## config.mk

```make
export PLATFORM = sky130hd
export DESIGN_NAME = vga_sync_monitor
export DESIGN_NICKNAME = d
export VERILOG_FILES = /design/src/rtl/vga_sync_monitor.sv
export SDC_FILE = /design/constraint.sdc
export NUM_CORES = 1
export LEC_CHECK = 0
export CORE_MARGIN = 10
export CORE_UTILIZATION = 56
export CTS_BUF_LIST = sky130_fd_sc_hd__clkbuf_4 sky130_fd_sc_hd__clkbuf_8
export DETAILED_ROUTE_END_ITERATION = 10
export PLACE_DENSITY = 0.88
export SYNTH_ARGS = -nofsm -noshare
export SYNTH_HDL_FRONTEND = slang
export SYNTH_SLANG_ARGS = --single-unit
```

## constraint.sdc

```tcl
create_clock -name clk -period 2.6 [get_ports clk]
set_input_delay 0.65 -clock clk [delete_from_list [all_inputs] [get_ports clk]]
set_output_delay 0.65 -clock clk [all_outputs]
set_load 0.03 [all_outputs]
```

## src/rtl/vga_sync_monitor.sv

```systemverilog
`default_nettype none
// =============================================================================
// vga_sync_monitor -- recovers row/col/active from HSync/VSync, checks timing
// Revision: 1.0
// =============================================================================
module vga_sync_monitor #(
  parameter int H_TOTAL  = 800,
  parameter int H_SYNC   = 96,
  parameter int H_BP     = 48,
  parameter int H_ACTIVE = 640,
  parameter int V_TOTAL  = 525,
  parameter int V_SYNC   = 2,
  parameter int V_BP     = 33,
  parameter int V_ACTIVE = 480
) (
  input  logic       clk,
  input  logic       rst,
  input  logic       HSync,
  input  logic       VSync,
  output logic [8:0] row,
  output logic [9:0] col,
  output logic       active,
  output logic       locked,
  output logic       h_err,
  output logic       v_err,
  output logic [7:0] err_cnt
);

  localparam logic [9:0] c_CNT_MAX    = 10'd1023;
  localparam logic [9:0] c_CNT_PRE    = 10'd1022;
  localparam logic [9:0] c_H_SYNC_END = 10'(H_SYNC - 1);
  localparam logic [9:0] c_H_LAST     = 10'(H_TOTAL - 1);
  localparam logic [9:0] c_H_START    = 10'(H_SYNC + H_BP);
  localparam logic [9:0] c_H_STOP     = 10'(H_SYNC + H_BP + H_ACTIVE);
  localparam logic [9:0] c_V_SYNC_END = 10'(V_SYNC - 1);
  localparam logic [9:0] c_V_LAST     = 10'(V_TOTAL - 1);
  localparam logic [9:0] c_V_START    = 10'(V_SYNC + V_BP);
  localparam logic [9:0] c_V_STOP     = 10'(V_SYNC + V_BP + V_ACTIVE);
  localparam logic [1:0] c_GOOD_LOCK  = 2'd2;

  logic       hs_q, hs_d;
  logic       vs_line_q, vs_line_d;
  logic [9:0] hcnt_q, hcnt_d;
  logic [9:0] vline_q, vline_d;
  logic       h_seen_q, h_seen_d;
  logic       v_seen_q, v_seen_d;
  logic [1:0] good_q, good_d;
  logic       frame_bad_q, frame_bad_d;
  logic       h_err_q, h_err_d;
  logic       v_err_q, v_err_d;
  logic [7:0] err_cnt_q, err_cnt_d;

  logic w_hs_fall, w_hs_rise, w_v_fall, w_v_rise;
  logic w_h_lost, w_v_lost, w_h_in, w_v_in;

  always_comb begin
    w_hs_fall = hs_q & ~HSync;
    w_hs_rise = ~hs_q & HSync;
    w_v_fall  = w_hs_fall & vs_line_q & ~VSync;
    w_v_rise  = w_hs_fall & ~vs_line_q & VSync;
    w_h_lost  = (hcnt_q == c_CNT_MAX);
    w_v_lost  = (vline_q == c_CNT_MAX);

    hs_d      = HSync;
    hcnt_d    = w_hs_fall ? 10'd0 : (w_h_lost ? hcnt_q : hcnt_q + 10'd1);
    h_seen_d  = h_seen_q | w_hs_fall;
    // A saturated counter has already reported the loss; its late edge is not judged again.
    h_err_d   = (w_hs_rise && !w_h_lost && (hcnt_q != c_H_SYNC_END)) ||
                (w_hs_fall && h_seen_q && !w_h_lost && (hcnt_q != c_H_LAST)) ||
                (!w_hs_fall && (hcnt_q == c_CNT_PRE));

    vs_line_d = w_hs_fall ? VSync : vs_line_q;
    vline_d   = vline_q;
    if (w_v_fall)
      vline_d = 10'd0;
    else if (w_hs_fall && !w_v_lost)
      vline_d = vline_q + 10'd1;
    v_seen_d  = v_seen_q | w_v_fall;
    v_err_d   = (w_v_rise && !w_v_lost && (vline_q != c_V_SYNC_END)) ||
                (w_v_fall && v_seen_q && !w_v_lost && (vline_q != c_V_LAST)) ||
                (w_hs_fall && !w_v_fall && (vline_q == c_CNT_PRE));

    good_d      = good_q;
    frame_bad_d = frame_bad_q;
    if (w_v_fall) begin
      frame_bad_d = 1'b0;
      if (v_seen_q)
        good_d = frame_bad_q ? 2'd0 : ((good_q == c_GOOD_LOCK) ? c_GOOD_LOCK : good_q + 2'd1);
    end
    if (h_err_d || v_err_d) begin
      good_d      = 2'd0;
      frame_bad_d = 1'b1;
    end

    err_cnt_d = ((h_err_q || v_err_q) && (err_cnt_q != 8'hFF)) ? err_cnt_q + 8'd1 : err_cnt_q;
  end

  always_ff @(posedge clk or posedge rst) begin
    if (rst) begin
      hs_q        <= 1'b1;
      vs_line_q   <= 1'b1;
      hcnt_q      <= 10'd0;
      vline_q     <= 10'd0;
      h_seen_q    <= 1'b0;
      v_seen_q    <= 1'b0;
      good_q      <= 2'd0;
      frame_bad_q <= 1'b0;
      h_err_q     <= 1'b0;
      v_err_q     <= 1'b0;
      err_cnt_q   <= 8'd0;
    end else begin
      hs_q        <= hs_d;
      vs_line_q   <= vs_line_d;
      hcnt_q      <= hcnt_d;
      vline_q     <= vline_d;
      h_seen_q    <= h_seen_d;
      v_seen_q    <= v_seen_d;
      good_q      <= good_d;
      frame_bad_q <= frame_bad_d;
      h_err_q     <= h_err_d;
      v_err_q     <= v_err_d;
      err_cnt_q   <= err_cnt_d;
    end
  end

  assign w_h_in  = (hcnt_q >= c_H_START) && (hcnt_q < c_H_STOP);
  assign w_v_in  = (vline_q >= c_V_START) && (vline_q < c_V_STOP);
  assign col     = w_h_in ? (hcnt_q - c_H_START) : 10'd0;
  assign row     = w_v_in ? 9'(vline_q - c_V_START) : 9'd0;
  assign locked  = (good_q == c_GOOD_LOCK);
  assign active  = locked & w_h_in & w_v_in;
  assign h_err   = h_err_q;
  assign v_err   = v_err_q;
  assign err_cnt = err_cnt_q;

endmodule
`default_nettype wire

```

==> impl_results.md <==
- Status: complete, but fails checks
- Violated checks: setup timing
- Critical Path RT: 1.95 ns
- Core Box Area: about 4100 um2
- Initial core utilization: 0.590
- EDFF count, synth: 0
- Worst-path clk slew: approximately 0.080 ns
- HPWL after detailed placement: 4.66 mm
- WP depth: 9
- Port Buffers: 34
- Unrepaired setup endpoints after global routing: true
- Tmin final: approximately 2.7 ns
- Io pins: 35
- Finish-stage setup viols: 17
- CP most frequent cell: buf_6
- Critical path endpoint: active
- Share of layout cells above drive strength 1: 0.336
- Worst r2r src: hcnt_q[1]$_DFFE_PP0P_
- Ys flop type: dfrtp_1
- Setup crit start kind: register
- Fmax: ~380 MHz
- Crit Path Max Fanout: 5
- Total gr overflow: 0
- Total global-route track usage: 0.184
- RR Endpoint: frame_bad_q$_DFFE_PP0P_
- Routed vias: around 2,400
- Routed WL: 7.53 mm
- Relative slew slack: 0.600
- Critical Path Max Stage Delay: 0.44 ns
- Hold Violations, Final: 0
- Die Y: around 86 um
- Most common cell after layout, fill and taps aside: buf_4
- Worst reg2reg path depth: 7
- Peak supply drop: ~0.72 mV
- Drt wl/cell: approximately 19 um
- Avg Vias per Cell: ~6.2
- Largest net degree at the start of global routing: 38
- R2r setup slk: about 0.10 ns
- Total number of yosys warnings: 0
- Die area: 7330 um2
- Worst slew pin tran: approximately 0.59 ns
- Worst path cell trace: ha_2 > or4_4 > nand2_4 > a21oi_4 > nor2b_4 > buf_6 > buf_6 > nor3b_2 > buf_4
- Slowest stage cell, crit path: or4_4
- Synth Area per Inst: 8.89 um2
- Detailed Routing Iterations Pass 1: 5
- Clock buffer count from CTS: 5
- Post-route ant nets: 0
- Vias in the first global route: 2,301
- Die width: 85.6 um
- Non-filler instance count after layout: 392
- Unique cell type count in the Yosys netlist: 51
- Top delay family on crit path: simple AND/OR/NAND/NOR gates
- Clock Latency Late Sink: 0.30 ns
- Worst setup margin: -0.0625 ns
- DR iter-0 viols: 204
- Hold Path Class: register to register
- Drt drc: 0
- Setup TNS: -0.357 ns
- # rows: 23
- Placed Cells incl. Taps: 379
- WP buf/inv: 3
- #FFs+latches synth: 37
- Critical path launch point: vline_q[1]$_DFFE_PP0P_
- Slew Limit Fails: 0
- Worst EP arrival: between 2 and 2.5 ns
- Cell Pwr Density: a little over 600 nW/um2
- Final Cycle Share: 1.02
- Hold slack: 0.493 ns
- P&R area growth vs syn: 36.7%
- Cell area after synthesis: 2410 um2
- Antenna diodes: 0
- H-Tree Depth: 2
- Critical path class: register to output port
- Final-layout fill cell count: 270
- Gp weighted congestion: 0.884
- Initial antenna violation count: 0
- Global-route wire length before repair: 11.3 mm
- # clock sinks: 37
- Maxcap violations: 0
- Min-Delay Startpoint: h_seen_q$_DFF_PP0_
- Most frequent cells in the layout: buf_4 (48), dfrtp_1 (34), nor2_1 (24)
- Asr flop ratio synth: 1.00
- Setup Skew: 0.00979 ns
- CTS Buffer Depth: 2
- Net total in the final layout: 358
- Static Leakage: 0.00152 uW
- Hold_buf cts: 0
- Syn Inst Count: 271
- Final Cell Area: 3290 um2
- Post-place instance area: a little over 3000 um2
- Syn nets: 288
- Worst Setup End Kind: output port
- Register area share after synthesis: 0.385
- CTS root buf: clkbuf_8
- CTS tree: yes
==> per-stage QoR <==
step | total power, uW | utilization | worst slack [ns]
floorplan | 1230 | - | 0.0764
global placement | 1520 | 0.738 | -0.114
detailed placement | 1560 | 0.738 | -0.201
CTS | 2010 | 0.773 | -0.0895
global route | 2150 | 0.806 | -0.137
finish | 2050 | 0.806 | -0.0625
==> how the worst min path moves through the flow <==
stage,end,slack (ns),cells past startpoint
floorplan,h_seen_q$_DFF_PP0_,0.43,1
global placement,h_seen_q$_DFF_PP0_,0.46,1
detailed placement,h_seen_q$_DFF_PP0_,0.47,1
CTS,h_seen_q$_DFF_PP0_,0.50,1
global route,h_seen_q$_DFF_PP0_,0.53,1
finish,h_seen_q$_DFF_PP0_,0.49,1
==> where the power goes <==
group          total [uW]  leakage (uW)  switching [uW]  internal, uW
Clock                 443     0.0000512             228           215
Sequential            777      0.000470            99.2           678
Combinational         830       0.00100             453           377
==> logic make-up after synthesis <==
| family | count (synthesis) | share of synthesized area |
|---|---|---|
| adders and majority gates | 13 | 0.0675 |
| and+or+nand+nor | 128 | 0.293 |
| xor gates and xnor gates | 21 | 0.0763 |
| muxes | 3 | 0.0140 |
| DFF | 37 | 0.385 |
| AOI/OAI and AO/OA | 38 | 0.102 |
| buffers and inverters | 31 | 0.0613 |
==> Yosys cell counts, types with 5 or more instances <==
library cell / count / area, um2
a21oi_1: 13 / 65.1
a31oi_1: 5 / 31.3
and3_1: 5 / 31.3
clkbuf_1: 9 / 33.8
dfrtp_1: 35 / 876
ha_1: 13 / 163
inv_1: 16 / 60.1
nand2_1: 19 / 71.3
nand3_1: 11 / 55.1
nand4_1: 10 / 62.6
nor2_1: 33 / 124
nor2b_1: 5 / 31.3
nor3_1: 9 / 45.0
o21ai_0: 8 / 40.0
xnor2_1: 15 / 131
xor2_1: 6 / 52.6
==> timing repair <==
| item | in CTS | in global routing |
|---|---|---|
| endpoints found under the setup margin | 20 | 22 |
| gates resized for setup | 119 | 38 |
| setup buffers | 2 | 1 |
| gates cloned | 2 | 0 |
| pin swaps | 11 | 5 |
==> per-layer routing <==
layer,GRT usage,wire [um]
met5,0,0
met4,0.0614,272
met3,0.0416,595
met2,0.332,3900
met1,0.206,2760
==> state kept, by name (all words and copies together) (netlist names) <==
name	cells
frame_bad_q	1
vs_line_q	1
v_err	1
h_err	1
v_seen_q	1
err_cnt	8
good_q	2
vline_q	10
hs_q	1
h_seen_q	1
hcnt_q	10
==> layout make-up <==
| cell class | instances | area, um2 | area share |
|---|---|---|---|
| multi-input cells | 203 | 1480 | 0.448 |
| flip-flops and latches | 37 | 930 | 0.282 |
| repair buffers | 78 | 668 | 0.203 |
| clock buffers | 6 | 82.6 | 0.0251 |
| well taps | 50 | 62.6 | 0.0190 |
| inverters | 16 | 60.1 | 0.0182 |
| clock inverters | 2 | 13.8 | 0.00418 |
Power figures use the tool's default switching activity.
==> RTL edit: new RTL, same flow settings <==
Register the outputs `row`, `col` and `active`, with the module's reset; this adds one clock of latency there. The other outputs are not delayed to match.
--- a/src/rtl/vga_sync_monitor.sv
+++ b/src/rtl/vga_sync_monitor.sv
@@ -126,8 +126,16 @@
   assign w_h_in  = (hcnt_q >= c_H_START) && (hcnt_q < c_H_STOP);
   assign w_v_in  = (vline_q >= c_V_START) && (vline_q < c_V_STOP);
-  assign col     = w_h_in ? (hcnt_q - c_H_START) : 10'd0;
-  assign row     = w_v_in ? 9'(vline_q - c_V_START) : 9'd0;
   assign locked  = (good_q == c_GOOD_LOCK);
-  assign active  = locked & w_h_in & w_v_in;
+  always_ff @(posedge clk or posedge rst) begin
+    if (rst) begin
+      row    <= '0;
+      col    <= '0;
+      active <= '0;
+    end else begin
+      row    <= w_v_in ? 9'(vline_q - c_V_START) : 9'd0;
+      col    <= w_h_in ? (hcnt_q - c_H_START) : 10'd0;
+      active <= locked & w_h_in & w_v_in;
+    end
+  end
   assign h_err   = h_err_q;
   assign v_err   = v_err_q;
Function: same outputs for any inputs over 10 cycles, from zero or initial values and one cycle with rst high; that may be too few to reach the edited logic, so the function may still have changed.
==> RTL edit against the unedited design <==
- combinational power down 25%
- synthesized area grew 26%
- total power is 31% higher
- routed wire length shrank 17%
- clock power increased by 98%
- design area up 9.3%
- hold slack got worse by 24 ps
- global-route usage down 3.5 points
- sequential cell count up 20
- setup slack gained 380 ps
- highest routed layer unchanged
==> RTL edit: results (changes against the unedited design) <==
antenna_found_initial: 0  # unchanged
grt_first_pass_wirelength_um: 10490  # -7.0%
power_clock_uw: 878  # +98%
synth_xor_area_share_pct: 5.757  # -1.9 points
p_sw_share_pct: 32.33  # -5.7 points
async_flop_share_pct: 100.0  # unchanged
diodes: 0  # unchanged
synthAdderAreaFrac_pct: 5.345  # -1.4 points
cts_resized: 0  # -100%
status: "finished, final reports clean"
layout-drive-gt1-share_pct: 12.01  # -22 points
grt_pass1_vias: 2253  # -2.1%
nFillCells: 372  # +38%
synth_compound_area_share_pct: 13.65  # +3.4 points
synthMuxAreaShare_pct: 1.028  # -0.37 points
p_comb_uw: 619  # -25%
leakage_nw: 1.543  # +1.2%
vias: 2318  # -4.5%
relSlewSlack_pct: 58.76  # -1.3 points
path_max_fanout: 2  # -3
synth-seq-area-share_pct: 46.96  # +8.4 points
nets: 345  # -3.6%
critPathCapture: "locked"
synthTopCellsByCount: "dfrtp_1, nor2_1, nand2_1, inv_1, xnor2_1"
synth_top_area_share_pct: 45.23  # +8.9 points
dp_hpwl_um: 4311  # -7.4%
rrSetupSlack_ps: 380  # +280 ps
vdd_drop_max_mv: 0.5202  # -28%
hold_ws_ps: 468.4  # -24.21 ps
synth.area.top_cells: "dfrtp_1, ha_1, xnor2_1"
cp-startpoint: "good_q[0]"
htreeDepth: 3  # +1
grt_start_max_net_pins: 36  # -5.3%
yosys.area.top_type: "dfrtp_1"
gp_congestion: 0.9250  # +4.6%
r2r-start: "vline_q[0]"
place_inst: 387  # +2.1%
synthDistinctLibCells: 63  # +24%
gr-usage-all-layers_pct: 14.86  # -3.5 points
arrival_ps: 1630  # -380 ps
reg2reg_to: "active"
drtIter0Drc: 201  # -1.5%
cts_buffers: 9  # +4
finalWirelength_um: 6245  # -17%
post_drt_wl_per_cell_um: 15.50  # -19%
reg2regPathDepth: 5  # -2
clock_latency_ps: 340  # +40 ps
postCtsSetupBuffers: 0  # -2
syn_avg_cell_area_um2: 10.25  # +15%
path_clk_slew_ps: 60  # -20 ps
synth_nets: 314  # +9.0%
fin_worst_skew_ps: 9.317  # -0.4762 ps
placed_area_mm2: 0.003385  # +12%
first_pass_iters: 4  # -1
-- RTL edit: per-stage QoR --
stage	total power, mW	worst slack (ps)
detailed placement	1.819	89.16
global route	2.832	143.4
CTS	2.701	291.9
floorplan	1.634	553.7
global placement	1.799	143.6
finish	2.686	321.2
-- RTL edit: layout make-up --
type	count	area (um2)	share of cell area (%)
clock buffer	14	180.2	5.005
clock inverter	2	35.03	0.9732
inverter	15	56.30	1.564
multi-input combinational	205	1426	39.62
sequential	57	1429	39.69
tap	70	87.58	2.433
timing repair buffer	40	385.4	10.71
-- RTL edit: metal layers --
metal / track usage [%] / up-vias / wire [um]
li1: - / 1121 / -
met1: 17.30 / 1120 / 2623
met2: 24.02 / 67 / 3120
met3: 5.436 / 10 / 406
met4: 6.456 / 0 / 95
met5: 0 / - / 0
-- RTL edit: critical path: stages, from the launching register on --
cell and delay (ps):
dfrtp_1 380, inv_1 90, ha_1 160, clkdlybuf4s50_1 670
